$ cat src/rtl/demux_pkg.sv
// demux_pkg
// Shared constants and helpers for the 1-to-3 registered demultiplexer.
// Contents:
//   SEL_0 / SEL_1 / SEL_2  selector codes for the three output channels
//   SEL_INVALIDO           selector code for the invalid destination
//   NUM_CANAIS             number of output channels
//   DESCARTES_MAX          saturation value of the discard counter
//   incSaturado()          saturating increment used by the discard counter
package demux_pkg;

  localparam logic [1:0] SEL_0        = 2'b00;
  localparam logic [1:0] SEL_1        = 2'b01;
  localparam logic [1:0] SEL_2        = 2'b10;
  localparam logic [1:0] SEL_INVALIDO = 2'b11;

  localparam int NUM_CANAIS = 3;

  localparam logic [7:0] DESCARTES_MAX = 8'hFF;

  // Once the counter reaches its maximum it stays there instead of wrapping,
  // so a long burst of invalid words can never make it look small again.
  function automatic logic [7:0] incSaturado(input logic [7:0] valor);
    return (valor == DESCARTES_MAX) ? valor : valor + 8'd1;
  endfunction

endpackage

$ cat src/rtl/buffer_saida.sv
// buffer_saida
// One-entry output buffer (data word plus valid flag) for a single
// demultiplexer channel, with a valid/ready handshake towards the consumer.
// Ports:
//   clk        clock, state updates on rising edge
//   rst_n      asynchronous active-low reset, clears data and valid
//   i_load     write i_data into the buffer on this edge
//   i_data     word to store
//   i_pronta   consumer takes the held word on this edge
//   o_data     held word
//   o_valida   buffer holds a word
//   o_livre    buffer can take a new word this cycle
module buffer_saida
  import demux_pkg::*;
#(
  parameter int WIDTH = 32
) (
  input  logic             clk,
  input  logic             rst_n,
  input  logic             i_load,
  input  logic [WIDTH-1:0] i_data,
  input  logic             i_pronta,
  output logic [WIDTH-1:0] o_data,
  output logic             o_valida,
  output logic             o_livre
);

  logic [WIDTH-1:0] r_data;
  logic             r_valida;

  // The buffer can take a new word when it is empty, or when the word it
  // holds is leaving on this same edge. The second case is what lets a
  // channel sustain one word per cycle without a bubble.
  assign o_livre = !r_valida || i_pronta;

  // A load always wins over a drain: when both happen on the same edge the
  // old word leaves and the new one takes its place, so valid stays high.
  // Without a load, a drain empties the buffer; otherwise the contents hold
  // still so the consumer sees a stable word under backpressure.
  always_ff @(posedge clk or negedge rst_n) begin
    if (!rst_n) begin
      r_data   <= '0;
      r_valida <= 1'b0;
    end else if (i_load) begin
      r_data   <= i_data;
      r_valida <= 1'b1;
    end else if (r_valida && i_pronta) begin
      r_valida <= 1'b0;
    end
  end

  assign o_data   = r_data;
  assign o_valida = r_valida;

endmodule

$ cat src/rtl/demux1_3_reg.sv
// demux1_3_reg
// Registered 1-to-3 demultiplexer with valid/ready handshakes on the input
// and on each output channel. Words with an invalid selector are accepted,
// discarded, flagged on erro for one cycle and counted in descartes.
// Ports:
//   clk, rst_n                      clock and asynchronous active-low reset
//   seletor                         destination of the current input word
//   entrada, entrada_valida         input word and its valid flag
//   entrada_pronta                  block can accept the input word this cycle
//   saidaN, saidaN_valida           registered word and valid flag, channel N
//   saidaN_pronta                   consumer of channel N takes the word
//   erro                            pulse one cycle after an invalid transfer
//   descartes                       saturating count of invalid transfers
module demux1_3_reg
  import demux_pkg::*;
#(
  parameter int WIDTH = 32
) (
  input  logic             clk,
  input  logic             rst_n,
  input  logic [1:0]       seletor,
  input  logic [WIDTH-1:0] entrada,
  input  logic             entrada_valida,
  output logic             entrada_pronta,
  output logic [WIDTH-1:0] saida0,
  output logic [WIDTH-1:0] saida1,
  output logic [WIDTH-1:0] saida2,
  output logic             saida0_valida,
  output logic             saida1_valida,
  output logic             saida2_valida,
  input  logic             saida0_pronta,
  input  logic             saida1_pronta,
  input  logic             saida2_pronta,
  output logic             erro,
  output logic [7:0]       descartes
);

  logic [NUM_CANAIS-1:0] w_carga;
  logic [NUM_CANAIS-1:0] w_livre;
  logic [NUM_CANAIS-1:0] w_valida;
  logic [NUM_CANAIS-1:0] w_pronta;
  logic [WIDTH-1:0]      w_dados [NUM_CANAIS];
  logic                  w_transfer;
  logic                  w_invalido;

  logic                  r_erro;
  logic [7:0]            r_descartes;

  assign w_pronta = {saida2_pronta, saida1_pronta, saida0_pronta};

  // Input readiness follows the selected channel only. An invalid selector
  // is always ready because the word is simply dropped, so a bad producer
  // can never stall the input.
  always_comb begin
    entrada_pronta = 1'b1;
    case (seletor)
      SEL_0:   entrada_pronta = w_livre[0];
      SEL_1:   entrada_pronta = w_livre[1];
      SEL_2:   entrada_pronta = w_livre[2];
      default: entrada_pronta = 1'b1;
    endcase
  end

  assign w_transfer = entrada_valida && entrada_pronta;
  assign w_invalido = w_transfer && (seletor == SEL_INVALIDO);

  // Only the selected channel is loaded on an accepted transfer; the other
  // two buffers keep draining on their own handshakes.
  always_comb begin
    w_carga    = '0;
    w_carga[0] = w_transfer && (seletor == SEL_0);
    w_carga[1] = w_transfer && (seletor == SEL_1);
    w_carga[2] = w_transfer && (seletor == SEL_2);
  end

  for (genvar g = 0; g < NUM_CANAIS; g++) begin : g_canal
    buffer_saida #(
      .WIDTH (WIDTH)
    ) u_buffer (
      .clk      (clk),
      .rst_n    (rst_n),
      .i_load   (w_carga[g]),
      .i_data   (entrada),
      .i_pronta (w_pronta[g]),
      .o_data   (w_dados[g]),
      .o_valida (w_valida[g]),
      .o_livre  (w_livre[g])
    );
  end

  // erro is registered straight from the invalid-transfer condition, so it
  // is high for exactly the cycle after each discarded word. The discard
  // counter sticks at its maximum while erro keeps pulsing.
  always_ff @(posedge clk or negedge rst_n) begin
    if (!rst_n) begin
      r_erro      <= 1'b0;
      r_descartes <= '0;
    end else begin
      r_erro <= w_invalido;
      if (w_invalido) begin
        r_descartes <= incSaturado(r_descartes);
      end
    end
  end

  assign erro          = r_erro;
  assign descartes     = r_descartes;
  assign saida0        = w_dados[0];
  assign saida1        = w_dados[1];
  assign saida2        = w_dados[2];
  assign saida0_valida = w_valida[0];
  assign saida1_valida = w_valida[1];
  assign saida2_valida = w_valida[2];

endmodule

$ cat config.mk
export PLATFORM = sky130hd
export DESIGN_NAME = demux1_3_reg
export DESIGN_NICKNAME = d
export VERILOG_FILES = /design/src/rtl/demux_pkg.sv /design/src/rtl/buffer_saida.sv /design/src/rtl/demux1_3_reg.sv
export SDC_FILE = /design/constraint.sdc
export NUM_CORES = 1
export LEC_CHECK = 0
export CAP_MARGIN = 40
export CORE_UTILIZATION = 46
export DETAILED_ROUTE_END_ITERATION = 6
export PLACE_DENSITY_LB_ADDON = 0.3
export SLEW_MARGIN = 10
export SYNTH_ARGS = -nofsm -noshare
export SYNTH_HDL_FRONTEND = slang
export SYNTH_HIERARCHICAL = 1
export SYNTH_SLANG_ARGS = --single-unit
$ cat constraint.sdc
create_clock -name clk -period 1.55 [get_ports clk]
set_input_delay 0.31 -clock clk [delete_from_list [all_inputs] [get_ports clk]]
set_output_delay 0.31 -clock clk [all_outputs]
set_load 0.005 [all_outputs]
==> results.md <==
* CP delay by family, top: flip-flops
* CTS tree: done
* EDFF count, synth at 0
* Core area at just under 0.01 mm^2
* WS Path Type: flop to output port
* Critical Path AT at 1.33 ns
* Crit-path max FO at 3
* Flop-to-flop setup slack at -0.01 ns
* Leakage power at 3.598 nW
* Power per cell area at 1169 mW/mm^2
* Commonest non-fill, non-tap cell in the layout: dfrtp_1
* Critical-path top delay cell: dfrtp_1
* Compound-cell area share of the yosys netlist at 0.01213
* Grt ovf at 0
* Post-route setup slack at -0.08515 ns
* Setup tns final at -0.6730 ns
* Final HPWL DP at between 6 and 7 mm
* Vias post-DR at about 3,000
* FF+latch area at approximately 0.0027 mm^2
* Min-delay src: saida0_pronta
* Multi-input logic area at 0.001747 mm^2
* Non-filler instance count after layout at 631
* Synth Cell Area at 0.004642 mm^2
* Area added between synthesis and finish at 52.34%
* Die Width at 102.5 um
* Drt via density at between 4 and 5
* Worst slew margin at 0.7845
* H-tree depth at 3
* Initial antenna violation count at 0
* Most used DFF post-synth: dfrtp_1
* Max Clk Rate at 611.6 MHz
* Clk_lat worst skew at 0.36 ns
* Die ar. at 0.01050 mm^2
* Syn avg cell area at 17.85 um^2
* Drt pass-1 iters at 4
* Clk slew on worst S/H paths at 0.10 ns
* Critical Path RT at 1.24 ns
* Remaining DRCs at 0
* Root Driver: clkbuf_8
* Fill count at 682
* Type of origin of the critical path: flop
* Failing checks: negative setup slack
* Buf+Inv Stages, Crit Path at 1
* Antenna diode count at 0
* Vias in the first global route at 3,155
* Total power at just over 8 mW
* R2r startpoint: g_canal[1].u_buffer/o_valida
* Clock Skew at about 0.0085 ns
* Final WL at 11.05 mm
* Tot GR Track Use at 0.2125
* IO Pins at roughly 150
* Cells on worst reg2reg path at 5
* Status: complete, but fails checks
* Most frequent cells in the layout: dfrtp_1 (106), mux2_4 (89), dlygate4sd2_1 (88)
* Share of cells above drive strength 1 at 0.4217
* Drt wl/cell at ~18 um
* Count of cell types in the netlist at 28
* Worst setup EP type: output port
* Period utilization at 1.055
* Crit path time final at 1.635 ns
* Post-route ant nets at 0
* CP Launch Point: g_canal[0].u_buffer/o_valida
* Worst Hold Class: input pin to flop
* Synth warn at 6
* Syn nets at 301
* Critical Path Max Stage Delay at 0.41 ns
* Post-Synth Adder-Cell Area at 0.002695
* Final core utilization at 0.7235
* Post-synthesis xor/xnor area fraction at 0.005660
* Placement Setup Slack at -0.5267 ns
* Largest family of logic cells by synthesized area: multiplexers
* DRT iter0 DRCs at 57
* Placement row count at 36
* Die extent in y at between 100 and 150 um
* Initial Util at 0.4749
* Final hold viol count at 0
* Pin count of the biggest net entering global routing at 62
* Reg-to-reg endpoint: g_canal[1].u_buffer/o_data[3]
* CTS Sinks at 108
* Number of max-cap violations at 0
* Gpl congestion at about 0.83
* Yosys reg bits at 108
* Final #Nets at 535
* Mux share of post-synthesis cell area at 0.3129
* CTS Buf Count at 9
* Max Slew Vio Count at 0
* Setup crit end: entrada_pronta
* Synth Instances at 260
* CP Depth at 5
* IO buf count at 148
* FFs w/ async S/R, synth at 1.000
* VDD IR max at 0.6233 mV
* # placed instances at 548
* Crit-path cells: nand2b_4 > and2b_1 > a211oi_2 > a21oi_1 > buf_2
* Endpoints failing setup at 41
* Seq/Total Area, Yosys at 0.5822
* Clock Tree Buf Depth at 2
* Simple-gate area share of the yosys netlist at 0.03585
* Worst Tran Pin Value at 0.3233 ns
* RSZ-0062 raised after global routing: yes
* First-pass GRT wire length at about 17 mm
[final cells by class]
cell class                      instances  area share
Clock buffer                           10     0.01805
Timing Repair Buffer                  236      0.3201
Sequential cell                       108      0.3825
Clock inverter                          5    0.008846
Multi-Input combinational cell        139      0.2470
Tap cell                              133     0.02353
[layer usage]
metal  global-route usage  wire length [um]  up-vias
li1                     -                 -     1387
met1               0.2900              5024     1540
met2               0.3262              5230      104
met3              0.07182               716        7
met4              0.05275                80        0
met5                    0                 0        -
[power by group]
part | switching (mW) | internal, mW | leakage, nW
registers | 0.329 | 3.41 | 1.29
logic | 0.900 | 1.94 | 2.22
clock network | 0.936 | 0.748 | 0.0890
total | 2.16 | 6.10 | 3.60
[cell usage after synthesis, types with 2 or more instances]
library cell | n | area [um^2]
mux2_2 | 11 | 123.9
nand2b_1 | 6 | 37.54
mux2_4 | 87 | 1306
and3_1 | 2 | 12.51
dfrtp_1 | 108 | 2703
o211ai_1 | 2 | 15.01
nand2_1 | 6 | 22.52
nand4_1 | 4 | 25.02
mux2_1 | 2 | 22.52
buf_6 | 4 | 45.04
xnor2_1 | 3 | 26.28
buf_12 | 9 | 180.2
[repair_timing]
item,in CTS,in global routing
pin swaps,2,1
hold buffers,1,0
setup buffers,52,12
cloned,2,1
gates resized for setup,102,25
endpoints found under the setup margin,145,50
hold endpoints to repair,108,0
[worst min path at each step]
| stage | to | slack [ns] | cells after the start |
|---|---|---|---|
| global placement | g_canal[2].u_buffer/o_data[14] | 0.34 | 2 |
| detailed placement | g_canal[1].u_buffer/o_data[17] | 0.34 | 2 |
| floorplan | descartes[0] | 0.01 | 0 |
| global route | g_canal[0].u_buffer/o_valida | 0.37 | 3 |
| CTS | g_canal[0].u_buffer/o_valida | 0.34 | 3 |
| finish | g_canal[0].u_buffer/o_valida | 0.36 | 3 |
[per-stage QoR]
step / hold slack [ns] / area (um^2)
finish: 0.3619 / 7072
global route: 0.3659 / 7072
CTS: 0.3382 / 6890
detailed placement: 0.3440 / 6305
global placement: 0.3397 / 6305
floorplan: 0.01441 / 4642
[sequential cells by signal (all words and copies together), names as in the netlist]
name	flops
g_canal.u_buffer/o_data	96
erro	1
g_canal.u_buffer/o_valida	3
descartes	8
[worst min-delay path: cells and delay by family]
kind                   cells  cell delay [ns]
and+or+nand+nor            2             0.18
buffers and inverters      1             0.20
[cells by family (layout without fill, tap and decap cells)]
kind of cell,count (synthesis),in the layout
XOR/XNOR,3,3
AO/OA/AOI/OAI,8,8
buffers and inverters,13,251
adder cells (fa/ha/maj),1,1
flip-flops,108,108
multiplexers,100,100
AND/OR/NAND/NOR,27,27
Note: power is estimated with default switching activity, not from simulation.
